--- src/rtl/dense_layer_sequencer.sv ---
`default_nettype none
// +--------------------------------------------------------------------------+
// | Module   : dense_layer_sequencer                                          |
// | Purpose  : Runs the dense compute engine for FC1 then FC2, requantizes    |
// |            FC1 results to int8 into a local buffer, copies that buffer    |
// |            into tensor RAM (address 0 up) as the FC2 input, and forwards  |
// |            raw FC2 int32 results to the host side.                        |
// | Options  : DENSE_SEQ_RELU_EN - apply ReLU before int8 saturation of FC1.  |
// | Revision : 1.0 - initial release                                          |
// +--------------------------------------------------------------------------+
module dense_layer_sequencer #(
  parameter int MAX_IN  = 256,
  parameter int MAX_OUT = 64,
  parameter int ADDR_W  = 8
) (
  input  logic                           clk,
  input  logic                           reset,
  input  logic                           start,
  input  logic [$clog2(MAX_IN+1)-1:0]    fc1_in_size,
  input  logic [$clog2(MAX_OUT+1)-1:0]   fc1_out_size,
  input  logic [$clog2(MAX_OUT+1)-1:0]   fc2_out_size,
  input  logic [4:0]                     requant_shift,
  output logic                           eng_start_compute,
  output logic                           eng_input_valid,
  output logic [$clog2(MAX_IN+1)-1:0]    eng_input_size,
  output logic [$clog2(MAX_OUT+1)-1:0]   eng_output_size,
  output logic                           fc_layer_select,
  input  logic [31:0]                    eng_output_data,
  input  logic [$clog2(MAX_OUT)-1:0]     eng_output_channel,
  input  logic                           eng_output_ready,
  input  logic                           eng_complete,
  output logic                           wb_we,
  output logic [ADDR_W-1:0]              wb_addr,
  output logic [7:0]                     wb_data,
  output logic [31:0]                    result_data,
  output logic [$clog2(MAX_OUT)-1:0]     result_index,
  output logic                           result_valid,
  output logic                           busy,
  output logic                           done,
  output logic                           cfg_error
);

  localparam int c_IN_W  = $clog2(MAX_IN + 1);
  localparam int c_OUT_W = $clog2(MAX_OUT + 1);
  localparam int c_CH_W  = $clog2(MAX_OUT);

  localparam logic [2:0] c_IDLE      = 3'd0;
  localparam logic [2:0] c_FC1_START = 3'd1;
  localparam logic [2:0] c_FC1_RUN   = 3'd2;
  localparam logic [2:0] c_COPY      = 3'd3;
  localparam logic [2:0] c_FC2_START = 3'd4;
  localparam logic [2:0] c_FC2_RUN   = 3'd5;
  localparam logic [2:0] c_DONE      = 3'd6;

  logic [2:0]          r_state;
  logic [c_IN_W-1:0]   r_fc1_in;
  logic [c_OUT_W-1:0]  r_fc1_out;
  logic [c_OUT_W-1:0]  r_fc2_out;
  logic [4:0]          r_shift;
  logic [c_OUT_W-1:0]  r_idx;
  logic                r_cfg_error;
  logic                r_result_valid;
  logic [31:0]         r_result_data;
  logic [c_CH_W-1:0]   r_result_index;
  logic [7:0]          r_buf [MAX_OUT];

  logic                w_cfg_ok;
  logic signed [31:0]  w_shifted;
  logic [7:0]          w_q;
  logic                w_fc1_phase;
  logic                w_fc2_phase;

  // Configuration check is done on the live inputs in the same cycle they are latched
  assign w_cfg_ok = (fc1_in_size  != '0) && (fc1_in_size  <= c_IN_W'(MAX_IN))  &&
                    (fc1_out_size != '0) && (fc1_out_size <= c_OUT_W'(MAX_OUT)) &&
                    (fc2_out_size != '0) && (fc2_out_size <= c_OUT_W'(MAX_OUT));

  assign w_shifted = $signed(eng_output_data) >>> r_shift;

  // FC1 requantization: arithmetic shift then clamp into int8
  always_comb begin
    w_q = w_shifted[7:0];
`ifdef DENSE_SEQ_RELU_EN
    if (w_shifted < 32'sd0)
      w_q = 8'd0;
    else if (w_shifted > 32'sd127)
      w_q = 8'd127;
`else
    if (w_shifted > 32'sd127)
      w_q = 8'h7F;
    else if (w_shifted < -32'sd128)
      w_q = 8'h80;
`endif
  end

  // Main sequencing FSM with latched job configuration and FC2 result forwarding
  always_ff @(posedge clk) begin
    if (!reset) begin
      r_state        <= c_IDLE;
      r_fc1_in       <= '0;
      r_fc1_out      <= '0;
      r_fc2_out      <= '0;
      r_shift        <= '0;
      r_idx          <= '0;
      r_cfg_error    <= 1'b0;
      r_result_valid <= 1'b0;
      r_result_data  <= '0;
      r_result_index <= '0;
    end else begin
      r_cfg_error    <= 1'b0;
      r_result_valid <= 1'b0;
      case (r_state)
        c_IDLE: begin
          if (start) begin
            r_fc1_in  <= fc1_in_size;
            r_fc1_out <= fc1_out_size;
            r_fc2_out <= fc2_out_size;
            r_shift   <= requant_shift;
            if (w_cfg_ok)
              r_state <= c_FC1_START;
            else
              r_cfg_error <= 1'b1;
          end
        end
        c_FC1_START: r_state <= c_FC1_RUN;
        c_FC1_RUN: begin
          if (eng_complete) begin
            r_state <= c_COPY;
            r_idx   <= '0;
          end
        end
        c_COPY: begin
          if (r_idx == r_fc1_out - c_OUT_W'(1)) begin
            r_state <= c_FC2_START;
            r_idx   <= '0;
          end else begin
            r_idx <= r_idx + c_OUT_W'(1);
          end
        end
        c_FC2_START: r_state <= c_FC2_RUN;
        c_FC2_RUN: begin
          if (eng_output_ready) begin
            r_result_valid <= 1'b1;
            r_result_data  <= eng_output_data;
            r_result_index <= eng_output_channel;
          end
          if (eng_complete)
            r_state <= c_DONE;
        end
        c_DONE:  r_state <= c_IDLE;
        default: r_state <= c_IDLE;
      endcase
    end
  end

  // Local int8 buffer filled by FC1 results in whatever channel order the engine emits
  always_ff @(posedge clk) begin
    if ((r_state == c_FC1_RUN) && eng_output_ready)
      r_buf[eng_output_channel] <= w_q;
  end

  assign w_fc1_phase = (r_state == c_FC1_START) || (r_state == c_FC1_RUN);
  assign w_fc2_phase = (r_state == c_FC2_START) || (r_state == c_FC2_RUN);

  assign eng_start_compute = (r_state == c_FC1_START) || (r_state == c_FC2_START);
  assign eng_input_valid   = eng_start_compute;
  assign fc_layer_select   = w_fc2_phase;
  assign eng_input_size    = w_fc1_phase ? r_fc1_in :
                             w_fc2_phase ? c_IN_W'(r_fc1_out) : '0;
  assign eng_output_size   = w_fc1_phase ? r_fc1_out :
                             w_fc2_phase ? r_fc2_out : '0;

  assign wb_we   = (r_state == c_COPY);
  assign wb_addr = wb_we ? ADDR_W'(r_idx) : '0;
  assign wb_data = wb_we ? r_buf[r_idx[c_CH_W-1:0]] : 8'd0;

  assign result_valid = r_result_valid;
  assign result_data  = r_result_data;
  assign result_index = r_result_index;
  assign busy         = (r_state != c_IDLE) && (r_state != c_DONE);
  assign done         = (r_state == c_DONE);
  assign cfg_error    = r_cfg_error;

endmodule
`default_nettype wire
--- config.mk ---
export PLATFORM = sky130hd
export DESIGN_NAME = dense_layer_sequencer
export DESIGN_NICKNAME = d
export VERILOG_FILES = /design/src/rtl/dense_layer_sequencer.sv
export SDC_FILE = /design/constraint.sdc
export NUM_CORES = 1
export LEC_CHECK = 0
export BUFFER_PORTS_ARGS = -buffer_cell sky130_fd_sc_hd__buf_2
export CORE_ASPECT_RATIO = 0.6
export CORE_UTILIZATION = 55
export DETAILED_ROUTE_END_ITERATION = 10
export PLACE_DENSITY_LB_ADDON = 0.08
export REMOVE_ABC_BUFFERS = 1
export SYNTH_ARGS = -nofsm -noshare
export SYNTH_HDL_FRONTEND = slang
export SYNTH_SLANG_ARGS = --single-unit
--- constraint.sdc ---
create_clock -name clk -period 6.8 [get_ports clk]
set_input_delay 0.34 -clock clk [delete_from_list [all_inputs] [get_ports clk]]
set_output_delay 0.34 -clock clk [all_outputs]
set_load 0.01 [all_outputs]
==> flow_summary.ini <==
[sta]
slew_headroom_pct = 13.1
clock.fmax_mhz = 214
finalSetupViolations = 0
slew_viol_final = 0
finalSetupTns_ns = 0
hold_slack_ns = 0.0231
hold_viol = 0
tightest_slew_ns = 1.30
period_needed_ns = 4.68
period_share_pct = 68.8
rsz0062_at_grt = no
skew_ns = 0.0204

[power]
p_per_area_nw_per_um2 = 277
seqPwrFrac_pct = 51.3
swShare_pct = 24.8
p_int_w = 0.00604
switching_power_w = 0.00199
irDropWorstVdd_mv = 0.195
pwr-share-comb_pct = 12.1
power_frac_clock_pct = 36.6
leakage_nw = 9.24

[clock_network]
path_clk_slew_ns = 0.07
clk_latency_ns = 0.60
cts_tree = built
htree_levels = 2
cts_root_buf = clkbuf_16
post_cts_buffers = 0
clock_path_buffers = 3
cts.sinks = 596
cts_made_buffers = 53

[hold_path]
hold_path_class = in -> reg

[logic_synthesis]
ys_types = 68
yosysMostFrequentCell = edfxtp_1
synth_edf_count = 512
ys.flop_type = edfxtp_1
yosysTopAreaCell = edfxtp_1
synth-seq-cells = 596
synth_seq_area_share_pct = 65.8
async_flop_share_pct = 0
syn_avg_cell_area_um2 = 16.8
synthTopCellsByCount = edfxtp_1, mux4_2, nand2_1
synth.cell_area_um2 = 25900
ys_warn_count = 0
syn-instance-count = 1544
synth_top_area_share_pct = 59.3
synth.area.top_cells = edfxtp_1, mux4_2, dfxtp_1

[route]
drtIter0Drc = 1789
dr.pass1.iters = 5
antenna_left = 0
num_vias = 14974
drc = 0
drt-vias-per-instance = 6.40
routedWlPerCell_um = 27.6
totalWireLength_mm = 64.6

[place]
place_inst = 2244
hpwl_mm = 39.9
io_buffers = 147
routabilityCongestion = 0.869

[grt]
grt.total_usage_pct = 27.2
antenna_found_initial = 3
grt_start_max_net_pins = 129
grt_pass1_wl_mm = 94.2
grt_pass1_vias = 13930
grt-ovfl-total = 0

[cells_and_area]
area_delta_synth_final_pct = 12.1
instances_no_fill = 2340
fill_cells = 3415
nets = 1746
diodes = 0
drive_gt1_share_pct = 28.2

[run_status]
status = finished clean

[floorplan]
start_util_pct = 55.8
coreArea_um2 = 46400
die_y_um = 170
die_x_um = 282
rows = 61
ioPinCount = 149
dieArea_um2 = 48000

[setup_path]
crit_arrival_ns = 4.96
critPathRequiredTime_ns = 7.08
crit_type = reg -> reg
critPathCaptureType = flop
crit_path_start_kind = flop
path_max_fanout = 64

[run]
max-cap-violations = 0
## placed cells by master, fill, tap and decap left out, types with 8 or more instances in the layout
cell / instances
edfxtp_1: 512
mux4_2: 191
inv_1: 8
clkinv_1: 11
clkinv_2: 8
xnor2_1: 11
a211oi_1: 10
nand3_1: 17
clkbuf_16: 55
mux2_2: 14
a21boi_0: 72
nor2b_1: 15
mux4_1: 16
clkbuf_1: 8
nand2_1: 185
and3_1: 12
buf_2: 147
o21ai_0: 16
nor2_1: 95
a22o_1: 15
buf_4: 31
dfxtp_1: 79
mux2i_1: 24
and2_1: 15
a21oi_1: 18
## critical path: stages, from the launching register on
cell      delay, ns
dfxtp_2        0.77
buf_4          0.49
mux2_2         0.27
mux2i_1        0.11
o21ai_0        0.46
a211oi_1       0.19
or3_1          0.40
o41a_1         0.59
o41ai_2        0.41
buf_4          0.60
## registers in the layout, summed over array words and instances (netlist names), named ones only
| register | flops |
|---|---|
| result_data | 32 |
| r_buf | 512 |
| r_fc1_in | 9 |
| r_fc2_out | 7 |
| r_idx | 7 |
| r_state | 3 |
| r_shift | 5 |
| result_valid | 1 |
| result_index | 6 |
| r_fc1_out | 7 |
| cfg_error | 1 |
## routing by layer
layer / vias to the layer above / wire length, um / global-route usage (%)
met5: - / 0 / 0
met4: 0 / 1100 / 5.36
met3: 74 / 6000 / 5.33
met2: 702 / 27500 / 37.2
met1: 7803 / 29900 / 45.2
li1: 6395 / - / -
## power by group through the flow
stage	combinational (W)	clock [W]	sequential [W]
after CTS	0.000958	0.00298	0.00412
after detailed placement	0.000953	0	0.00420
final	0.000970	0.00294	0.00412
after global placement	0.000953	0	0.00419
after global routing	0.00105	0.00311	0.00412
after floorplan	0.000586	0	0.00425
## layout make-up
| class | count | area [um2] | area share [%] |
|---|---|---|---|
| clock buffer | 65 | 1430 | 4.94 |
| tap | 630 | 788 | 2.71 |
| clock inverter | 27 | 236 | 0.814 |
| inverter | 9 | 33.8 | 0.116 |
| timing repair buffer | 184 | 1050 | 3.61 |
| multi-input combinational | 829 | 8430 | 29.0 |
| sequential | 596 | 17100 | 58.8 |
## per-stage QoR
step           power [W]  worst slack (ns)  utilization, %  area [um2]
3_3_place_gp     0.00515              2.35            58.9       27300
4_1_cts          0.00805              2.21            62.6       29000
3_5_place_dp     0.00515              2.23            58.9       27300
5_1_grt          0.00828              1.98            62.6       29000
6_report         0.00803              2.12            62.6       29000
2_1_floorplan    0.00483             -1.84               -       25400
## logic make-up (layout without fill, tap and decap cells)
kind of cell,count (synthesis),in the layout,synth area share (%)
xor+xnor,15,15,0.507
simple gates,386,386,6.68
flops,596,596,65.8
fa+ha+maj,2,2,0.0966
compound gates,179,179,5.08
mux,246,246,19.8
buf+inv,119,285,1.99
other cells,1,1,0.0145
## repair_timing
action,in CTS,in global routing
endpoints found under the hold margin,4,0
resized for setup,0,0
hold buffers,4,0
endpoints found under the setup margin,0,0
## worst paths after layout
check	from	endpoint	slack [ns]	cells after the start
min	fc2_out_size[1]	r_fc2_out[1]$_SDFFE_PN0P_	0.02	3
max reg2reg	r_shift[1]$_SDFFE_PN0P_	r_buf[31][3]$_DFFE_PP_	2.12	9
max	r_shift[1]$_SDFFE_PN0P_	r_buf[31][3]$_DFFE_PP_	2.12	9
min reg2reg	result_data[26]$_SDFFE_PN0P_	result_data[26]$_SDFFE_PN0P_	0.46	2
(Power assumes the default switching activity.)
